**src/rtl/tetris_pkg.sv**
```systemverilog
// Shared definitions for the game sequencer: FSM state encoding, shape count,
// and the command vector layout whose bit order is the arbitration priority.
package tetris_pkg;

  typedef enum logic [2:0] {
    ST_IDLE  = 3'd0,
    ST_SPAWN = 3'd1,
    ST_PLAY  = 3'd2,
    ST_WAIT  = 3'd3,
    ST_OVER  = 3'd4
  } state_e;

  localparam int unsigned NUM_SHAPES = 5;
  localparam int unsigned SHAPE_W    = 3;
  localparam int unsigned LINES_W    = 3;

  // Command vector: bit index is priority rank, lowest index wins.
  localparam int unsigned CMD_W       = 4;
  localparam int unsigned PRIO_DOWN   = 0;
  localparam int unsigned PRIO_ROTATE = 1;
  localparam int unsigned PRIO_LEFT   = 2;
  localparam int unsigned PRIO_RIGHT  = 3;

  typedef logic [CMD_W-1:0] cmd_vec_t;

  // Grant the highest-priority (lowest-index) request, at most one bit set.
  function automatic cmd_vec_t pick_cmd(input cmd_vec_t req);
    return req & (~req + CMD_W'(1));
  endfunction

endpackage

```
**src/rtl/gravity_timer.sv**
```systemverilog
// Gravity timer: counts enabled cycles and flags every TICKS-th one.
// Ports:
//   clock, reset : clock and synchronous active-high reset
//   clear        : zero the count (wins over enable)
//   enable       : advance the count this cycle
//   tick         : count is at its last value while enabled (wraps on this edge)
module gravity_timer #(
  parameter int unsigned TICKS = 25000000
) (
  input  logic clock,
  input  logic reset,
  input  logic clear,
  input  logic enable,
  output logic tick
);

  localparam int unsigned CNT_W = (TICKS > 1) ? $clog2(TICKS) : 1;
  localparam logic [CNT_W-1:0] LAST = CNT_W'(TICKS - 1);

  logic [CNT_W-1:0] cnt_q, cnt_d;

  assign tick = enable && (cnt_q == LAST);

  // Next count: clear first, then wrap or increment while enabled.
  always_comb begin
    cnt_d = cnt_q;
    if (clear) begin
      cnt_d = '0;
    end else if (enable) begin
      cnt_d = tick ? '0 : cnt_q + CNT_W'(1);
    end
  end

  always_ff @(posedge clock) begin
    if (reset) begin
      cnt_q <= '0;
    end else begin
      cnt_q <= cnt_d;
    end
  end

endmodule

```
**src/rtl/game_sequencer.sv**
```systemverilog
// Game sequencer: sequences spawn/play/wait/over phases of a falling-block game,
// arbitrates user and gravity commands into single-cycle strobes, keeps score.
// Ports:
//   clock, reset                  : clock, synchronous active-high reset
//   start                         : start pulse (honoured in IDLE/OVER only)
//   btnLeft/Right/Down/Rotate     : user request pulses
//   bottomTouch, linesCleared     : landing report from the field (used in WAIT)
//   fieldFull                     : spawn area occupied (checked in SPAWN)
//   leftTrue/rightTrue/downTrue/rotateTrue : command strobes, only in PLAY
//   nextBlockTrue, blockType      : spawn strobe and shape index
//   gameOver, score               : game-over flag and saturating line count
module game_sequencer
  import tetris_pkg::*;
#(
  parameter int unsigned GRAVITY_TICKS = 25000000,
  parameter int unsigned SCORE_W       = 16
) (
  input  logic               clock,
  input  logic               reset,
  input  logic               start,
  input  logic               btnLeft,
  input  logic               btnRight,
  input  logic               btnDown,
  input  logic               btnRotate,
  input  logic               bottomTouch,
  input  logic               fieldFull,
  input  logic [LINES_W-1:0] linesCleared,
  output logic               leftTrue,
  output logic               rightTrue,
  output logic               downTrue,
  output logic               rotateTrue,
  output logic               nextBlockTrue,
  output logic [SHAPE_W-1:0] blockType,
  output logic               gameOver,
  output logic [SCORE_W-1:0] score
);

  state_e             state_q, state_d;
  cmd_vec_t           pend_q, pend_d;
  cmd_vec_t           strobe_q, strobe_d;
  logic               grav_pend_q, grav_pend_d;
  logic [SHAPE_W-1:0] shape_q, shape_d;
  logic [SHAPE_W-1:0] block_type_q, block_type_d;
  logic [SCORE_W-1:0] score_q, score_d;
  logic               next_block_q, next_block_d;
  logic               game_over_q, game_over_d;

  logic               enter_spawn;
  logic               grav_tick;
  logic               grav_en;
  logic               grav_clear;
  cmd_vec_t           btn_vec;
  cmd_vec_t           req;
  logic [SCORE_W:0]   score_sum;

  assign grav_en    = (state_q == ST_PLAY) || (state_q == ST_WAIT);
  assign grav_clear = enter_spawn || strobe_q[PRIO_DOWN];
  assign score_sum  = {1'b0, score_q} + (SCORE_W + 1)'(linesCleared);

  gravity_timer #(
    .TICKS (GRAVITY_TICKS)
  ) u_gravity_timer (
    .clock  (clock),
    .reset  (reset),
    .clear  (grav_clear),
    .enable (grav_en),
    .tick   (grav_tick)
  );

  // Next-state, pending flags, arbitration and registered-output values.
  always_comb begin
    state_d      = state_q;
    score_d      = score_q;
    block_type_d = block_type_q;
    shape_d      = (shape_q == SHAPE_W'(NUM_SHAPES - 1)) ? '0 : shape_q + SHAPE_W'(1);
    btn_vec      = '0;
    req          = '0;
    strobe_d     = '0;

    case (state_q)
      ST_IDLE, ST_OVER: begin
        if (start) begin
          state_d = ST_SPAWN;
          score_d = '0;
        end
      end
      ST_SPAWN: state_d = fieldFull ? ST_OVER : ST_PLAY;
      ST_PLAY: begin
        if (|strobe_q) state_d = ST_WAIT;
      end
      ST_WAIT: begin
        if (bottomTouch) begin
          state_d = ST_SPAWN;
          score_d = score_sum[SCORE_W] ? '1 : score_sum[SCORE_W-1:0];
        end else begin
          state_d = ST_PLAY;
        end
      end
      default: state_d = ST_IDLE;
    endcase

    enter_spawn = (state_d == ST_SPAWN);
    if (enter_spawn) block_type_d = shape_q;

    // Buttons only register during a game; a press on an already-set or
    // just-issued flag is dropped.
    if ((state_q == ST_SPAWN) || (state_q == ST_PLAY) || (state_q == ST_WAIT)) begin
      btn_vec[PRIO_DOWN]   = btnDown;
      btn_vec[PRIO_ROTATE] = btnRotate;
      btn_vec[PRIO_LEFT]   = btnLeft;
      btn_vec[PRIO_RIGHT]  = btnRight;
    end
    pend_d      = ~strobe_q & (pend_q | btn_vec);
    grav_pend_d = ~strobe_q[PRIO_DOWN] & (grav_pend_q | grav_tick);
    if (enter_spawn) begin
      pend_d      = '0;
      grav_pend_d = 1'b0;
    end

    // Decide the strobe one cycle ahead so it is registered in PLAY.
    req            = pend_d;
    req[PRIO_DOWN] = pend_d[PRIO_DOWN] | grav_pend_d;
    if (state_d == ST_PLAY) strobe_d = pick_cmd(req);

    next_block_d = enter_spawn;
    game_over_d  = (state_d == ST_OVER);
  end

  always_ff @(posedge clock) begin
    if (reset) begin
      state_q      <= ST_IDLE;
      pend_q       <= '0;
      strobe_q     <= '0;
      grav_pend_q  <= 1'b0;
      shape_q      <= '0;
      block_type_q <= '0;
      score_q      <= '0;
      next_block_q <= 1'b0;
      game_over_q  <= 1'b0;
    end else begin
      state_q      <= state_d;
      pend_q       <= pend_d;
      strobe_q     <= strobe_d;
      grav_pend_q  <= grav_pend_d;
      shape_q      <= shape_d;
      block_type_q <= block_type_d;
      score_q      <= score_d;
      next_block_q <= next_block_d;
      game_over_q  <= game_over_d;
    end
  end

  assign leftTrue      = strobe_q[PRIO_LEFT];
  assign rightTrue     = strobe_q[PRIO_RIGHT];
  assign downTrue      = strobe_q[PRIO_DOWN];
  assign rotateTrue    = strobe_q[PRIO_ROTATE];
  assign nextBlockTrue = next_block_q;
  assign blockType     = block_type_q;
  assign gameOver      = game_over_q;
  assign score         = score_q;

endmodule
```
**config.mk**
```make
export PLATFORM = sky130hd
export DESIGN_NAME = game_sequencer
export DESIGN_NICKNAME = d
export VERILOG_FILES = /design/src/rtl/tetris_pkg.sv /design/src/rtl/gravity_timer.sv /design/src/rtl/game_sequencer.sv
export SDC_FILE = /design/constraint.sdc
export NUM_CORES = 1
export LEC_CHECK = 0
export CAP_MARGIN = 20
export CORE_ASPECT_RATIO = 0.5
export CORE_MARGIN = 3
export CORE_UTILIZATION = 55
export CTS_CLUSTER_SIZE = 24
export DETAILED_ROUTE_END_ITERATION = 7
export HOLD_SLACK_MARGIN = 0.15
export PLACE_DENSITY = 0.79
export SLEW_MARGIN = 20
export SYNTH_ARGS = -nofsm -noshare
export SYNTH_HDL_FRONTEND = slang
export SYNTH_SLANG_ARGS = --single-unit
```
**constraint.sdc**
```tcl
create_clock -name clock -period 4.75 [get_ports clock]
set_input_delay 0.7125 -clock clock [delete_from_list [all_inputs] [get_ports clock]]
set_output_delay 0.7125 -clock clock [all_outputs]
set_load 0.01 [all_outputs]
```
==> impl_metrics.py <==
metrics = {
    "timing": {
        "finalHoldViolations": 0,
        "tightest_slew_ps": 903,
        "post-route-period-util": 0.595,
        "finClkSkew_ps": 6.68,
        "grt_setup_unrepaired": "no",
        "setup_viol": 0,
        "max-slew-margin-rel": 0.396,
        "period_minus_slack_ps": 2830,
        "maxSlewViolCount": 0,
        "setup_tns_ps": 0,
        "clock.fmax_mhz": 354,
    },
    "clocking": {
        "clock_sinks": 61,
        "cts_resized": 0,
        "root_buffer": "clkbuf_8",
        "clkTransAtPathRegs_ps": 60,
        "postCtsHoldBufs": 0,
        "post_cts.repair.setup_buffers": 0,
        "clk_latency_ps": 350,
        "numCtsBuffers": 9,
        "cts_buffer_depth": 2,
        "cts_max_level": 3,
        "cts_tree": "done",
    },
    "critical_path": {
        "cp.required_ps": 4960,
        "cp.arrival_ps": 3030,
        "cp-end-kind": "register",
        "worst-path-max-fanout": 20,
        "start_kind": "primary input",
        "r2r.worst_path.cells": 5,
        "path_class": "in2reg",
    },
    "cells_and_area": {
        "stdcell_count": 462,
        "final_nets": 408,
        "drive_gt1_frac": 0.0561,
        "synthToLayoutAreaGrowth_pct": 20.3,
        "diodes": 0,
    },
    "routing": {
        "drt_iter0_drc": 152,
        "routed_wl_um": 6960,
        "avgRoutedWirePerCell_um": 15.1,
        "via_count": 2733,
        "vias_per_cell": 5.92,
        "ant_nets": 0,
        "drc_errors": 0,
        "first_pass_iters": 5,
    },
    "yosys": {
        "async_flop_share": 0,
        "ys_top_cells_by_area": "dfxtp_1 (42%), nor2_1 (6.0%), xor2_1 (5.1%), a21oi_1 (4.4%), nand2_1 (3.7%)",
        "ys_ff_latch": 61,
        "syn_area_um2": 2930,
        "syn_inst": 356,
        "ys.flop_type": "dfxtp_1",
        "synth_edf_count": 0,
        "synth_common_cells": "dfxtp_1 (61), nor2_1 (47), nand2_1 (29)",
        "synth.net_count": 375,
        "synth_top_area_frac": 0.417,
        "synth.largest_area_cell": "dfxtp_1",
        "synth_most_common_cell": "dfxtp_1",
        "synth_seq_area_share": 0.417,
        "yosysWarnings": 0,
        "ys_types": 49,
        "avgSynthCellArea_um2": 8.23,
    },
    "placement": {
        "dp_cells": 448,
        "dpl.hpwl_um": 4820,
        "port_buffers": 36,
        "place.gp.congestion": 0.857,
    },
    "worst_hold_path": {
        "hp-class": "reg2reg",
        "holdPathStages": 2,
    },
    "floorplanning": {
        "boundaryPins": 37,
        "start_util": 0.583,
        "die_h_um": 57.6,
        "dieArea_um2": 6290,
        "die_width_um": 109,
        "core-area_um2": 5020,
        "row_count": 18,
    },
    "global_routing": {
        "grt_max_degree": 34,
        "grt_pass1_vias": 2617,
        "grt_first_pass_wirelength_um": 11700,
        "grt_usage": 0.239,
        "grt.overflow.total": 0,
        "antenna_found_initial": 0,
    },
    "status": {
        "status": "finished clean",
    },
    "power_and_ir_drop": {
        "pwr_density_cell_nw_per_um2": 302,
        "ir_drop_uv": 220,
        "p_leak_uw": 0.00120,
    },
    "job": {
        "maxCapViolCount": 0,
    },
}
-- cell usage in the layout (no fill, tap or decap), types with 12 or more instances in the layout --
cell type | netlist | final
dfxtp_1 | 61 | 61
nor2_1 | 47 | 47
clkdlybuf4s50_1 | 0 | 36
nand2_1 | 29 | 29
a21oi_1 | 26 | 26
o21ai_0 | 21 | 21
xor2_1 | 17 | 17
nand3_1 | 16 | 16
nor3_1 | 14 | 14
nor4_1 | 12 | 12
clkbuf_8 | 0 | 12
-- flip-flops by register name, summed over array words and instances (netlist names) --
register	cells
blockType	3
gameOver	1
grav_pend_q	1
nextBlockTrue	1
pend_q	4
score	16
shape_q	3
state_q	3
strobe_q	4
u_gravity_timer.cnt_q	25
-- path summary, 6_finish.rpt --
path	startpoint	endpoint	slack, ps
max	bottomTouch	u_gravity_timer.cnt_q[20]	1920
min	blockType[1]	blockType[1]	460
max reg2reg	state_q[1]	u_gravity_timer.cnt_q[20]	2070
min reg2reg	blockType[1]	blockType[1]	460
-- cells by family (layout without fill, tap and decap cells) --
logic type / after synthesis / count (layout) / synth area share
AOI/OAI and AO/OA: 71 / 71 / 0.150
xor gates and xnor gates: 21 / 21 / 0.0628
adders and majority gates: 7 / 7 / 0.0325
buffers and inverters: 25 / 61 / 0.0333
DFF: 61 / 61 / 0.417
muxes: 2 / 2 / 0.00683
and+or+nand+nor: 169 / 169 / 0.298
-- layout make-up --
type	instances	area, um2
clock buffer	13	169
clock inverter	1	30.0
fill	402	1500
inverter	10	37.5
multi-input combinational	270	1610
sequential	61	1220
tap	70	87.6
timing repair buffer	37	368
-- power by group --
group / internal [uW] / switching, uW
logic: 29.3 / 39.9
registers: 520 / 8.63
clock network: 280 / 186
-- worst max-delay path, stage by stage --
cell             delay (ps)
clkdlybuf4s50_1         520
nand4b_1                460
nand2_1                 570
nor3_1                  130
nand2_1                 500
nor2_1                  120
-- layer usage --
layer / part of all wire / GRT usage
met4: 0.019 / 0.105
met5: 0 / 0
met1: 0.43 / 0.279
met2: 0.49 / 0.399
met3: 0.057 / 0.0901
-- stage by stage --
step	area, um2	setup WS (ps)	power (uW)	utilization	hold slack [ps]
global placement	3330	1690	606	0.662	443
detailed placement	3330	1540	609	0.662	449
global route	3520	1660	1100	0.702	489
CTS	3520	1920	1070	0.702	461
finish	3520	1920	1060	0.702	459
floorplan	2930	2460	582	-	453
Note: power is estimated with default switching activity, not from simulation.
